### src/rtl/sad_row_feeder_if.sv
// Stream and result handshake bundle between the SAD row feeder and its
// pixel/template producers and its result consumer.
interface sad_row_feeder_if #(
  parameter int WORD_W  = 32,
  parameter int TPL_W   = 40,
  parameter int ROW_CW  = 9,
  parameter int COORD_W = 10
);
  logic               pix_valid;
  logic [WORD_W-1:0]  pix_data;
  logic               pix_ready;
  logic               tpl_valid;
  logic [TPL_W-1:0]   tpl_data;
  logic               tpl_ready;
  logic               res_valid;
  logic               res_ready;
  logic [ROW_CW-1:0]  res_row;
  logic               res_hit;
  logic [COORD_W-1:0] res_coord;

  // Producer/consumer side: drives the streams, consumes results.
  modport master (
    output pix_valid, pix_data, tpl_valid, tpl_data, res_ready,
    input  pix_ready, tpl_ready, res_valid, res_row, res_hit, res_coord
  );

  // Feeder side: accepts the streams, produces result records.
  modport slave (
    input  pix_valid, pix_data, tpl_valid, tpl_data, res_ready,
    output pix_ready, tpl_ready, res_valid, res_row, res_hit, res_coord
  );
endinterface

### src/rtl/sad_row_feeder.sv
// Row sequencer for the vertical SAD array: loads an original row from a word
// stream, shifts the template row out one bit per clock, pulses row-change,
// waits for the array to settle and returns one result record per row.
module sad_row_feeder #(
  parameter int ROW_W      = 640,
  parameter int WORD_W     = 32,
  parameter int TPL_W      = 40,
  parameter int ROWS       = 480,
  parameter int ROW_CW     = 9,
  parameter int COORD_W    = 10,
  parameter int SETTLE_CYC = 2
) (
  input  logic               clk,
  input  logic               rst,
  input  logic               start,
  sad_row_feeder_if.slave    bus,
  output logic [ROW_W-1:0]   original,
  output logic               template,
  output logic               control_change_row,
  input  logic               sad_status,
  input  logic [COORD_W-1:0] coordinate,
  output logic               busy,
  output logic               done
);

  localparam int NWORDS  = ROW_W / WORD_W;
  localparam int WORD_CW = (NWORDS > 1) ? $clog2(NWORDS) : 1;
  localparam int BIT_CW  = (TPL_W > 1) ? $clog2(TPL_W) : 1;
  localparam int SET_CW  = (SETTLE_CYC > 1) ? $clog2(SETTLE_CYC) : 1;

  localparam logic [WORD_CW-1:0] LAST_WORD   = WORD_CW'(NWORDS - 1);
  localparam logic [BIT_CW-1:0]  LAST_BIT    = BIT_CW'(TPL_W - 1);
  localparam logic [SET_CW-1:0]  LAST_SETTLE = SET_CW'(SETTLE_CYC - 1);
  localparam logic [ROW_CW-1:0]  LAST_ROW    = ROW_CW'(ROWS - 1);

  typedef enum logic [2:0] {
    ST_IDLE,
    ST_LOAD_ROW,
    ST_LOAD_TPL,
    ST_STREAM,
    ST_CHANGE,
    ST_SETTLE,
    ST_REPORT
  } state_t;

  state_t                          state_q, state_d;
  logic [ROW_CW-1:0]               row_q, row_d;
  logic [WORD_CW-1:0]              word_q, word_d;
  logic [BIT_CW-1:0]               bit_q, bit_d;
  logic [SET_CW-1:0]               settle_q, settle_d;
  logic [TPL_W-1:0]                tpl_q, tpl_d;
  logic [NWORDS-1:0][WORD_W-1:0]   original_q, original_d;
  logic [ROW_CW-1:0]               res_row_q, res_row_d;
  logic                            res_hit_q, res_hit_d;
  logic [COORD_W-1:0]              res_coord_q, res_coord_d;
  logic                            done_q, done_d;

  // Readies and array-facing strobes decode directly from the state, so they
  // are exclusive by construction and drop to 0 the instant reset asserts.
  assign bus.pix_ready    = (state_q == ST_LOAD_ROW);
  assign bus.tpl_ready    = (state_q == ST_LOAD_TPL);
  assign bus.res_valid    = (state_q == ST_REPORT);
  assign bus.res_row      = res_row_q;
  assign bus.res_hit      = res_hit_q;
  assign bus.res_coord    = res_coord_q;
  assign original         = original_q;
  assign template         = (state_q == ST_STREAM) ? tpl_q[bit_q] : 1'b0;
  assign control_change_row = (state_q == ST_CHANGE);
  assign busy             = (state_q != ST_IDLE);
  assign done             = done_q;

  // Next-state, counter and datapath-capture logic for the row sequence.
  always_comb begin
    state_d     = state_q;
    row_d       = row_q;
    word_d      = word_q;
    bit_d       = bit_q;
    settle_d    = settle_q;
    tpl_d       = tpl_q;
    original_d  = original_q;
    res_row_d   = res_row_q;
    res_hit_d   = res_hit_q;
    res_coord_d = res_coord_q;
    done_d      = 1'b0;
    case (state_q)
      ST_IDLE: begin
        if (start) begin
          state_d = ST_LOAD_ROW;
          row_d   = '0;
          word_d  = '0;
        end
      end
      ST_LOAD_ROW: begin
        if (bus.pix_valid && bus.pix_ready) begin
          original_d[word_q] = bus.pix_data;
          if (word_q == LAST_WORD) begin
            state_d = ST_LOAD_TPL;
            word_d  = '0;
          end else begin
            word_d = word_q + 1'b1;
          end
        end
      end
      ST_LOAD_TPL: begin
        if (bus.tpl_valid && bus.tpl_ready) begin
          tpl_d   = bus.tpl_data;
          bit_d   = '0;
          state_d = ST_STREAM;
        end
      end
      ST_STREAM: begin
        if (bit_q == LAST_BIT) begin
          bit_d   = '0;
          state_d = ST_CHANGE;
        end else begin
          bit_d = bit_q + 1'b1;
        end
      end
      ST_CHANGE: begin
        settle_d = '0;
        state_d  = ST_SETTLE;
      end
      ST_SETTLE: begin
        // The array outputs are only trusted on the final settle cycle.
        if (settle_q == LAST_SETTLE) begin
          res_row_d   = row_q;
          res_hit_d   = sad_status;
          res_coord_d = sad_status ? coordinate : '0;
          state_d     = ST_REPORT;
        end else begin
          settle_d = settle_q + 1'b1;
        end
      end
      ST_REPORT: begin
        if (bus.res_ready) begin
          if (row_q == LAST_ROW) begin
            done_d  = 1'b1;
            row_d   = '0;
            state_d = ST_IDLE;
          end else begin
            row_d   = row_q + 1'b1;
            word_d  = '0;
            state_d = ST_LOAD_ROW;
          end
        end
      end
      default: state_d = ST_IDLE;
    endcase
  end

  // State, counters, row buffer and result record registers.
  always_ff @(posedge clk or negedge rst) begin
    if (!rst) begin
      state_q     <= ST_IDLE;
      row_q       <= '0;
      word_q      <= '0;
      bit_q       <= '0;
      settle_q    <= '0;
      tpl_q       <= '0;
      original_q  <= '0;
      res_row_q   <= '0;
      res_hit_q   <= 1'b0;
      res_coord_q <= '0;
      done_q      <= 1'b0;
    end else begin
      state_q     <= state_d;
      row_q       <= row_d;
      word_q      <= word_d;
      bit_q       <= bit_d;
      settle_q    <= settle_d;
      tpl_q       <= tpl_d;
      original_q  <= original_d;
      res_row_q   <= res_row_d;
      res_hit_q   <= res_hit_d;
      res_coord_q <= res_coord_d;
      done_q      <= done_d;
    end
  end

endmodule

### src/flat_wrapper.sv
// flat-port wrapper written by rule: the top's interface ports become plain ports
module sad_row_feeder_flat 
#(
  parameter int ROW_W      = 640,
  parameter int WORD_W     = 32,
  parameter int TPL_W      = 40,
  parameter int ROWS       = 480,
  parameter int ROW_CW     = 9,
  parameter int COORD_W    = 10,
  parameter int SETTLE_CYC = 2
)
  (clk, rst, start, original, template, control_change_row, sad_status, coordinate, busy, done, bus_pix_valid, bus_pix_data, bus_tpl_valid, bus_tpl_data, bus_res_ready, bus_pix_ready, bus_tpl_ready, bus_res_valid, bus_res_row, bus_res_hit, bus_res_coord);
  sad_row_feeder_if #(.WORD_W(WORD_W), .TPL_W(TPL_W), .ROW_CW(ROW_CW), .COORD_W(COORD_W)) bus_i ();
  input  logic clk;
  input  logic rst;
  input  logic start;
  output logic [ROW_W-1:0] original;
  output logic template;
  output logic control_change_row;
  input  logic sad_status;
  input  logic [COORD_W-1:0] coordinate;
  output logic busy;
  output logic done;
  input wire logic [$bits(bus_i.pix_valid)-1:0] bus_pix_valid;
  input wire logic [$bits(bus_i.pix_data)-1:0] bus_pix_data;
  input wire logic [$bits(bus_i.tpl_valid)-1:0] bus_tpl_valid;
  input wire logic [$bits(bus_i.tpl_data)-1:0] bus_tpl_data;
  input wire logic [$bits(bus_i.res_ready)-1:0] bus_res_ready;
  output wire logic [$bits(bus_i.pix_ready)-1:0] bus_pix_ready;
  output wire logic [$bits(bus_i.tpl_ready)-1:0] bus_tpl_ready;
  output wire logic [$bits(bus_i.res_valid)-1:0] bus_res_valid;
  output wire logic [$bits(bus_i.res_row)-1:0] bus_res_row;
  output wire logic [$bits(bus_i.res_hit)-1:0] bus_res_hit;
  output wire logic [$bits(bus_i.res_coord)-1:0] bus_res_coord;
  assign bus_i.pix_valid = bus_pix_valid;
  assign bus_i.pix_data = bus_pix_data;
  assign bus_i.tpl_valid = bus_tpl_valid;
  assign bus_i.tpl_data = bus_tpl_data;
  assign bus_i.res_ready = bus_res_ready;
  assign bus_pix_ready = bus_i.pix_ready;
  assign bus_tpl_ready = bus_i.tpl_ready;
  assign bus_res_valid = bus_i.res_valid;
  assign bus_res_row = bus_i.res_row;
  assign bus_res_hit = bus_i.res_hit;
  assign bus_res_coord = bus_i.res_coord;
  sad_row_feeder #(.ROW_W(ROW_W), .WORD_W(WORD_W), .TPL_W(TPL_W), .ROWS(ROWS), .ROW_CW(ROW_CW), .COORD_W(COORD_W), .SETTLE_CYC(SETTLE_CYC)) u_core (.clk(clk), .rst(rst), .start(start), .bus(bus_i), .original(original), .template(template), .control_change_row(control_change_row), .sad_status(sad_status), .coordinate(coordinate), .busy(busy), .done(done));
endmodule
### config.mk
export PLATFORM = sky130hd
export DESIGN_NAME = sad_row_feeder_flat
export DESIGN_NICKNAME = d
export VERILOG_FILES = /design/src/rtl/sad_row_feeder_if.sv /design/src/rtl/sad_row_feeder.sv /design/src/flat_wrapper.sv
export SDC_FILE = /design/constraint.sdc
export NUM_CORES = 1
export LEC_CHECK = 0
export ABC_AREA = 1
export CAP_MARGIN = 20
export CORE_AREA = 2 2 290 292
export DETAILED_ROUTE_END_ITERATION = 10
export DIE_AREA = 0 0 292 294
export SLEW_MARGIN = 20
export SYNTH_ARGS = -nofsm -noshare
export SYNTH_HDL_FRONTEND = slang
export SYNTH_SLANG_ARGS = --single-unit
### constraint.sdc
create_clock -name clk -period 2 [get_ports clk]
set_clock_uncertainty 0.15 [all_clocks]
set_input_delay 0.2 -clock clk [delete_from_list [all_inputs] [get_ports clk]]
set_output_delay 0.2 -clock clk [all_outputs]
set_load 0.01 [all_outputs]
Word-level counts from Yosys, hierarchy flattened
Index checks and enable logic that the tools add are counted.
{ "op_classes": {"n_eq_ne": 17, "add_sub_neg": 4, "bitwise": 0, "magnitude_cmp": 3, "n_mul": 0, "div_mod_pow": 0, "shifts": 0, "reduce_logical": 16, "muxes": 34} }
{ "op_table": {"columns": ["operator", "n"], "rows": [
  ["640-bit bitwise mux", 1],
  ["32-bit demux with 5-bit select", 1],
  ["32-bit 2-to-1 mux", 1],
  ["9-bit 2-to-1 mux", 3],
  ["5-bit 2-to-1 mux", 5],
  ["3-bit 2-to-1 mux", 7],
  ["3-bit case mux with 7 select lines", 1],
  ["9-bit case mux with 2 select lines", 1],
  ["5-bit case mux with 3 select lines", 1],
  ["2-bit inequality test (second input constant)", 7],
  ["6-bit 2-to-1 mux", 2],
  ["6-bit case mux with 2 select lines", 1],
  ["10-bit 2-to-1 mux", 1],
  ["9-bit by 1-bit adder with 9-bit output (second input constant)", 1],
  ["3-bit == test (second input constant)", 3],
  ["9-bit == test (second input constant)", 1],
  ["2-bit AND reduction", 4],
  ["6-bit by 7-bit < comparator with 1-bit output (second input constant)", 1],
  ["1-bit 2-to-1 mux", 7],
  ["7-bit AND reduction", 1],
  ["6-bit by 1-bit adder with 6-bit output (second input constant)", 1],
  ["1-bit binary-select mux with 6-bit select", 1],
  ["3-bit by 2-bit == test with 1-bit output (second input constant)", 2],
  ["6-bit == test (second input constant)", 1],
  ["other kinds (14)", 19]
]} }
{ "word_totals": {"mem_bits_rw": 0, "elab_cells": 104, "memories": 0, "mem_bits_ro": 0, "latchBits": 0, "in_bits": 89, "register_bits": 725} }

Longest topological paths before layout
Gate-level depths: netlist of the first run.
{ "depth": {"word_depth": 5, "depth_mapped": 10, "mapped_depth_nobuf": 10} }

Worst setup path before layout of the first run
No wires, ideal clock.
{ "synth_path": {"path_kind": "reg2reg", "start": "register u_core.state_q[1]", "end": "register u_core.original_q (netlist bit u_core.original[88])", "slack_ns": 0.173, "path_buffers": 2, "period_less_slack_ns": 1.827, "required_ns": 1.716, "t_arrival_ns": 1.543, "path_stages_with_launch": 11, "setup_ns": 0.134, "path_cell_list": "dfrtp_1 -> buf_2 -> nor2_4 -> nand2_2 -> nor2_4 -> inv_4 -> nor2_8 -> nand4_4 -> buf_2 -> nand2_1 -> o21ai_0"} }
{ "synth_via": {"elab_chain_cells": 3} }
{ "synth_rtl": {"columns": ["item", "line", "source"], "rows": [
  ["from (decl)", "sad_row_feeder.sv:46", "state_t state_q, state_d;"],
  ["from (signal assigned)", "sad_row_feeder.sv:166", "state_q <= state_d;"],
  ["3-bit by 1-bit == test with 1-bit output (*)", "sad_row_feeder.sv:60, sad_row_feeder.sv:85", null],
  ["1-bit logical AND", "sad_row_feeder.sv:94", "if (bus.pix_valid && bus.pix_ready) begin"],
  ["2-bit AND reduction (no line) (*)", null, null],
  ["to (signal assigned)", "sad_row_feeder.sv:172", "original_q <= original_d;"],
  ["to (decl)", "sad_row_feeder.sv:52", "logic [NWORDS-1:0][WORD_W-1:0] original_q, original_d;"]
]} }
Every way passes the cells marked *; elsewhere a longest branch is shown, timed or not.
A chain may end at the register's enable or synchronous reset.

Worst setup path in the final report of the first run
{ "layout_path": {"start": "register u_core.bit_q[0]", "end": "output port template"} }
{ "layout_via": {"elab_chain_cells": 3} }
{ "layout_rtl": {"columns": ["item", "line", "source"], "rows": [
  ["from (decl)", "sad_row_feeder.sv:49", "logic [BIT_CW-1:0] bit_q, bit_d;"],
  ["from (signal assigned)", "sad_row_feeder.sv:169", "bit_q <= bit_d;"],
  ["1-bit binary-select mux with 6-bit select", "sad_row_feeder.sv:67", "assign template = (state_q == ST_STREAM) ? tpl_q[bit_q] : 1'b0;"],
  ["1-bit 2-to-1 mux (implied by the code)", "sad_row_feeder.sv:67", null],
  ["1-bit 2-to-1 mux", "sad_row_feeder.sv:67", null],
  ["to (decl)", "flat_wrapper.sv:18", "output logic template;"]
]} }
Every way passes these cells. The select of a mux whose other input is x is not followed.

==> impl_metrics.toml, run 1 <==
[place]
port_buffers = 755
dpl.hpwl_um = 67900
place_congestion = 0.822

[layout]
drive_above_1_share_pct = 21.4
multiInputGateArea_um2 = 9570
fin_util_pct = 52.6
fin_nets = 3697
fill_cells = 7290
syn2layout_area_growth_pct = 61.1
regArea_um2 = 18100

[floorplanning]
pin_count = 756
start_util_pct = 32.6
design.die.area_um2 = 85800
core_um2 = 82900
rows = 106
chipHeight_um = 294
die_x_um = 292

[worst_setup_path]
path_cells = "inv_2 -> buf_6 -> buf_6 -> o21ai_1 -> o221ai_1 -> o211ai_1 -> a21oi_2 -> buf_2"
crit_path_frequent_cell = "buf_6"
critPathLaunchType = "flip-flop"
r2r-start = "u_core.state_q[1]$_DFFE_PN0P_"
critical_path_buf_inv_count = 4
cp_data_required_time_ns = 1.65
max_stage_delay_ns = 0.40
rrSetupSlack_ns = -0.26
reg2regPathDepth = 13
path_class = "reg2out"
endpoint_kind = "output pin"
critPathTopFamily = "compound AO/OA/AOI/OAI gates"
cpMaxStageDelayCell = "dfrtp_1"
arrival_ns = 2.07
critPathMaxFanout = 7
reg2reg_to = "u_core.original[148]$_DFFE_PN0P_"

[run_status]
violations = "setup timing"
outcome = "finished with violations"

[power]
ir_worst_vdd_uv = 703
power.density_nw_per_um2 = 1130
power_leakage_nw = 19.5

[hold_path]
worstHoldStart = "bus_tpl_data[38]"
hold_end = "u_core.tpl_q[38]$_DFFE_PN0P_"
min_path_type = "in2reg"
min_path_cells = 3

[drt]
vias_per_cell = 5.08
dr_total_vias = 24124
wl_met2_um = 55700
wirelength_um = 119000
drtAntennaViolNets = 0
routed.top_layer = "met4"
dr.pass1.iters = 6
m1WireLength_um = 48000
wl_met3_um = 9620
wl_per_cell_um = 25.1
route.detailed.drc = 0
drtIter0Drc = 1998

[sta]
tightest_slew_ns = 0.557
drv_slew = 0
setup_ws_ns = -0.422
final_hold_viol_count = 0
hold_slack_ns = 0.0466
rsz0062_at_grt = "yes"
finalCriticalPeriod_ns = 2.42
max-slew-margin-rel_pct = 62.7
final-setup-viol-count = 591
max_freq_mhz = 413
finalCritPeriodShare_pct = 121

[synthesis]
synth_nets = 2788
synth_cell_types = 35
yosys_register_bits = 725
synth_area_leaders = "dfrtp_1, nand2_1, o21ai_0"
ys_seq_area_share_pct = 67.1
synthCells = 2693
yosys_warnings = 0
synth_area_um2 = 27100
netlist.area_leader.share_pct = 67.1
synth_top_area_cell = "dfrtp_1"
syn_avg_cell_area_um2 = 10.0

[clocking]
cts_root_buf = "clkbuf_16"
htree_levels = 3
cts_buffers = 80
clock_latency_ns = 0.62
path_clk_slew_ns = 0.06
cts_sinks = 725
clockBufferDepth = 3
cts_tree = "built"

[grt]
grt_first_pass_wirelength_um = 150000
grt_pass1_vias = 21601
gr-total-overflow = 0
grt_antenna_before_repair = 1
grt_max_degree = 98
grt_usage_pct = 23.4

[job]
drv_cap = 0
-- cell usage after synthesis --
cell type	n
nor3_4	3
clkbuf_2	20
nand3_1	48
a21oi_1	7
nand4_1	2
inv_1	72
a211oi_1	1
nor2_2	2
ha_1	6
nor2_8	4
buf_2	59
nand2_4	4
nor3b_1	1
clkbuf_1	119
o221ai_1	1
buf_1	1
buf_6	6
nor3_1	7
o21a_1	1
o211ai_1	2
o22ai_1	5
a31oi_1	1
dfrtp_1	725
o21ai_0	534
xor2_1	6
inv_4	2
nor3_2	1
nand2_1	864
buf_4	2
nor2_1	26
nand4_4	8
nand2_2	10
inv_2	3
o21ai_1	138
nor2_4	2
-- report_power, final --
part / internal (mW) / switching (mW)
Sequential: 17.6 / 2.11
Clock: 8.78 / 6.28
Combinational: 7.51 / 7.17
-- cell families after synthesis --
group                    count (synthesis)  share of synthesized area, %
flip-flops                             725                          67.1
AO/OA/AOI/OAI                          690                          12.8
AND/OR/NAND/NOR                        982                          15.1
adder cells (fa/ha/maj)                  6                         0.277
buffers and inverters                  284                          4.52
XOR/XNOR                                 6                         0.194
-- metrics by stage --
stage / cell area, um2 / std cells / TNS (ns) / worst slack [ns] / power [mW]
after floorplan: 27100 / 2693 / 0 / 0.173 / 24.2
after global placement: 36500 / 4447 / -26.13 / -0.300 / 31.9
after detailed placement: 36500 / 4447 / -27.20 / -0.272 / 32.1
after CTS: 40100 / 4662 / -31.74 / -0.456 / 47.9
after global routing: 43600 / 4742 / -147.52 / -0.565 / 51.6
final: 43600 / 4745 / -66.90 / -0.422 / 49.4
-- metal layers --
| layer | track usage [%] | up-vias |
|---|---|---|
| li1 | - | 10657 |
| met1 | 29.8 | 11964 |
| met2 | 38.3 | 1208 |
| met3 | 5.44 | 295 |
| met4 | 9.94 | 0 |
| met5 | 0 | - |
-- what timing repair did --
item                                    CTS  global route
hold buffers                             45             0
gates resized for setup                  85           724
cloned                                   10            59
endpoints found under the setup margin   25           652
endpoints found under the hold margin   768             0
buffers inserted                         18            23
pin swaps                                11            42
-- final cells by class --
class                           instances  area share, %
Antenna cell                            3         0.0172
Clock buffer                          110           5.20
Clock inverter                         32          0.939
Inverter                               77          0.681
Multi-Input combinational cell       1685           22.0
Sequential cell                       725           41.6
Tap cell                             1080           3.10
Timing Repair Buffer                 1033           26.4
-- cells in the final DEF (no fill, tap or decap), types with 14 or more instances in the layout --
master	instances
buf_12	55
buf_16	14
dlygate4sd3_1	45
nand3_1	41
nand2_4	136
clkbuf_16	119
clkbuf_1	17
nor2_1	24
buf_6	25
clkdlybuf4s50_1	740
nand2_1	638
clkinv_2	19
buf_4	93
o21ai_2	137
dfrtp_1	724
inv_1	68
o21ai_0	360
nand2_2	99
o21ai_1	175
-- worst register-to-register path, stage by stage (launching register included) --
cell and delay, ns:
dfrtp_2 0.41, buf_6 0.12, nor2_4 0.09, nand2_2 0.08, nor2_4 0.12, clkinv_4 0.07
buf_6 0.11, buf_6 0.11, nor2_8 0.12, buf_4 0.15, nand4_4 0.08, buf_12 0.20
nand2_1 0.20, o21ai_0 0.13
-- flip-flops by register name, indices dropped and copies added (netlist names) --
register	flops
u_core.done	1
u_core.bus.res_row	9
u_core.word_q	5
u_core.bus.res_coord	10
u_core.bit_q	6
u_core.settle_q	1
u_core.state_q	3
u_core.bus.res_hit	1
u_core.tpl_q	40
u_core.original	640
u_core.row_q	9
-- worst max path at each step --
stage	slack [ns]	endpoint	depth (start not counted)	start
finish	-0.42	template	8	u_core.bit_q[0]$_DFFE_PN0P_
global route	-0.56	template	11	u_core.bit_q[0]$_DFFE_PN0P_
CTS	-0.46	template	11	u_core.bit_q[0]$_DFFE_PN0P_
detailed placement	-0.27	template	11	u_core.bit_q[0]$_DFFE_PN0P_
global placement	-0.30	template	11	u_core.bit_q[0]$_DFFE_PN0P_
floorplan	0.17	u_core.original[88]$_DFFE_PN0P_	10	u_core.state_q[1]$_DFFE_PN0P_
Note: power is estimated with default switching activity, not from simulation.
==> run 2: changes to the inputs <==
CTS_CLUSTER_SIZE = 12   (was not set)
SLEW_MARGIN = not set   (was 20)
==> impl_metrics.toml, run 2 (synthesis results as in run 1) <==
[run_status]
outcome = "finished with violations"
violations = "setup timing"

[clocking]
clockBufferDepth = 3
cts_buffers = 80
cts_tree = "built"
cts_sinks = 725
path_clk_slew_ns = 0.06
clock_latency_ns = 0.63
htree_levels = 3
cts_root_buf = "clkbuf_16"

[layout]
largest_reg_flops = 640
design_area_um2 = 44100
final_common_cell = "clkdlybuf4s50_1"
antenna_cells = 0
final_cell_mix = "clkdlybuf4s50_1, dfrtp_1, nand2_1"
drive_above_1_share_pct = 23.0
fin_nets = 3723
syn2layout_area_growth_pct = 63.1

[sta]
finalCriticalPeriod_ns = 2.42
final-setup-viol-count = 634
max_freq_mhz = 413
max-slew-margin-rel_pct = 44.5
rsz0062_at_grt = "yes"
tightest_slew_ns = 0.830
fin_tns_setup_ns = -113.76
drv_slew = 0
setup_ws_ns = -0.420
finalCritPeriodShare_pct = 121
final_hold_viol_count = 0

[worst_setup_path]
rrSetupSlack_ns = -0.34
critPathMaxFanout = 7
path_cells = "inv_2 -> buf_6 -> buf_6 -> o21ai_1 -> o221ai_1 -> o211ai_1 -> a21oi_2 -> buf_2"
path_class = "reg2out"
max_stage_delay_ns = 0.40
critPathTopFamily = "compound AO/OA/AOI/OAI gates"
critPathLaunchType = "flip-flop"
r2r-start = "u_core.state_q[1]$_DFFE_PN0P_"
cp_data_required_time_ns = 1.65
arrival_ns = 2.07
reg2regPathDepth = 13
critical_path_buf_inv_count = 4
crit_path_frequent_cell = "buf_6"
reg2reg_to = "u_core.original[193]$_DFFE_PN0P_"
endpoint_kind = "output pin"
cpMaxStageDelayCell = "dfrtp_1"

[place]
port_buffers = 755
post-place-ws_ns = -0.272
dpl.hpwl_um = 67900
dpl_cell_area_um2 = 36500
place_congestion = 0.822

[drt]
wl_per_cell_um = 25.5
wirelength_um = 121000
drtAntennaViolNets = 0
dr.pass1.iters = 6
route.detailed.drc = 0
drtIter0Drc = 2014
dr_total_vias = 24431
vias_per_cell = 5.13

[floorplanning]
design.die.area_um2 = 85800
pin_count = 756
rows = 106
die_x_um = 292
chipHeight_um = 294
core_um2 = 82900
start_util_pct = 32.6

[power]
pwr-share-seq_pct = 40.0
p_comb_share_pct = 29.8
intPower_mw = 33.6
power_leakage_nw = 19.7
switching_share_pct = 31.5
switchingPower_mw = 15.5
power_mw = 49.1
power_frac_clock_pct = 30.2
power.density_nw_per_um2 = 1110
ir_worst_vdd_uv = 651

[grt]
grt_max_degree = 98
grt_pass1_vias = 21762
grt_first_pass_wirelength_um = 152000
grt_usage_pct = 23.7
grt_antenna_before_repair = 1
gr-total-overflow = 0

[hold_path]
min_path_type = "in2reg"
min_path_cells = 3
worstHoldStart = "bus_tpl_data[38]"
hold_end = "u_core.tpl_q[38]$_DFFE_PN0P_"

[job]
drv_cap = 0
[run 2: cell count changes in the layout (fill, tap and decap cells not counted), sizes merged, moves of 2 or more]
| cell | delta |
|---|---|
| buf | +25 |
| clkinv | -10 |
| clkbuf | +11 |
| clkdlybuf4s15 | -2 |
| diode | -3 |
| bufinv | -4 |
| nand2 | +3 |
[run 2: how the worst max path moves through the flow]
stage / startpoint / endpoint / depth (start not counted)
final: u_core.bit_q[0]$_DFFE_PN0P_ / template / 8
after global routing: u_core.bit_q[0]$_DFFE_PN0P_ / template / 11
after detailed placement: u_core.bit_q[0]$_DFFE_PN0P_ / template / 11
after global placement: u_core.bit_q[0]$_DFFE_PN0P_ / template / 11
after floorplan: u_core.state_q[1]$_DFFE_PN0P_ / u_core.original[88]$_DFFE_PN0P_ / 10
after CTS: u_core.bit_q[0]$_DFFE_PN0P_ / template / 11
[run 2: layout make-up]
class                      count  area [um2]
sequential                   725       18100
tap                         1080        1350
clock buffer                 121        2380
fill                        7298       38800
multi-input combinational   1688        9800
inverter                      77         297
clock inverter                19         246
timing repair buffer        1056       11900
[run 2: layer usage]
layer  GRT usage [%]  up-vias  wire length (um)
li1                -    10702                 -
met1            30.6    12289             48700
met2            39.3     1166             57400
met3            5.04      274              9450
met4            8.85        0              5780
met5               0        -                 0
[run 2: power by group through the flow]
| stage | Clock, mW | Sequential (mW) | Combinational [mW] |
|---|---|---|---|
| 3_5_place_dp | 0 | 19.4 | 12.6 |
| 4_1_cts | 15.0 | 19.2 | 13.6 |
| 5_1_grt | 15.6 | 19.9 | 15.7 |
| 6_report | 14.8 | 19.6 | 14.6 |
| 3_3_place_gp | 0 | 19.4 | 12.5 |
| 2_1_floorplan | 0 | 20.4 | 3.83 |
[run 2: what timing repair did]
action,in CTS,in global routing
setup endpoints to repair,52,695
gates resized for setup,160,757
buffers inserted,29,25
pin swaps,9,35
gates cloned,15,66
hold endpoints to repair,768,0
hold buffers,45,0
[run 2: worst reg2reg max path, cell delays in order, from the launching register on]
cell,delay [ns]
dfrtp_2,0.41
buf_6,0.12
nor2_4,0.09
nand2_2,0.08
nor2_4,0.12
clkinv_4,0.07
buf_12,0.13
buf_12,0.12
nor2_8,0.09
buf_6,0.11
nand4_4,0.22
clkbuf_16,0.34
nand2_1,0.11
o21ai_1,0.08
[run 2: per-stage QoR]
stage | hold WS [ns] | std cells | utilization, %
after floorplan | -0.246 | 2693 | -
after global placement | -0.0296 | 4447 | 44.0
after detailed placement | -0.0296 | 4447 | 44.0
after CTS | 0.00672 | 4676 | 48.8
after global routing | 0.0275 | 4766 | 53.2
final | 0.0471 | 4766 | 53.2
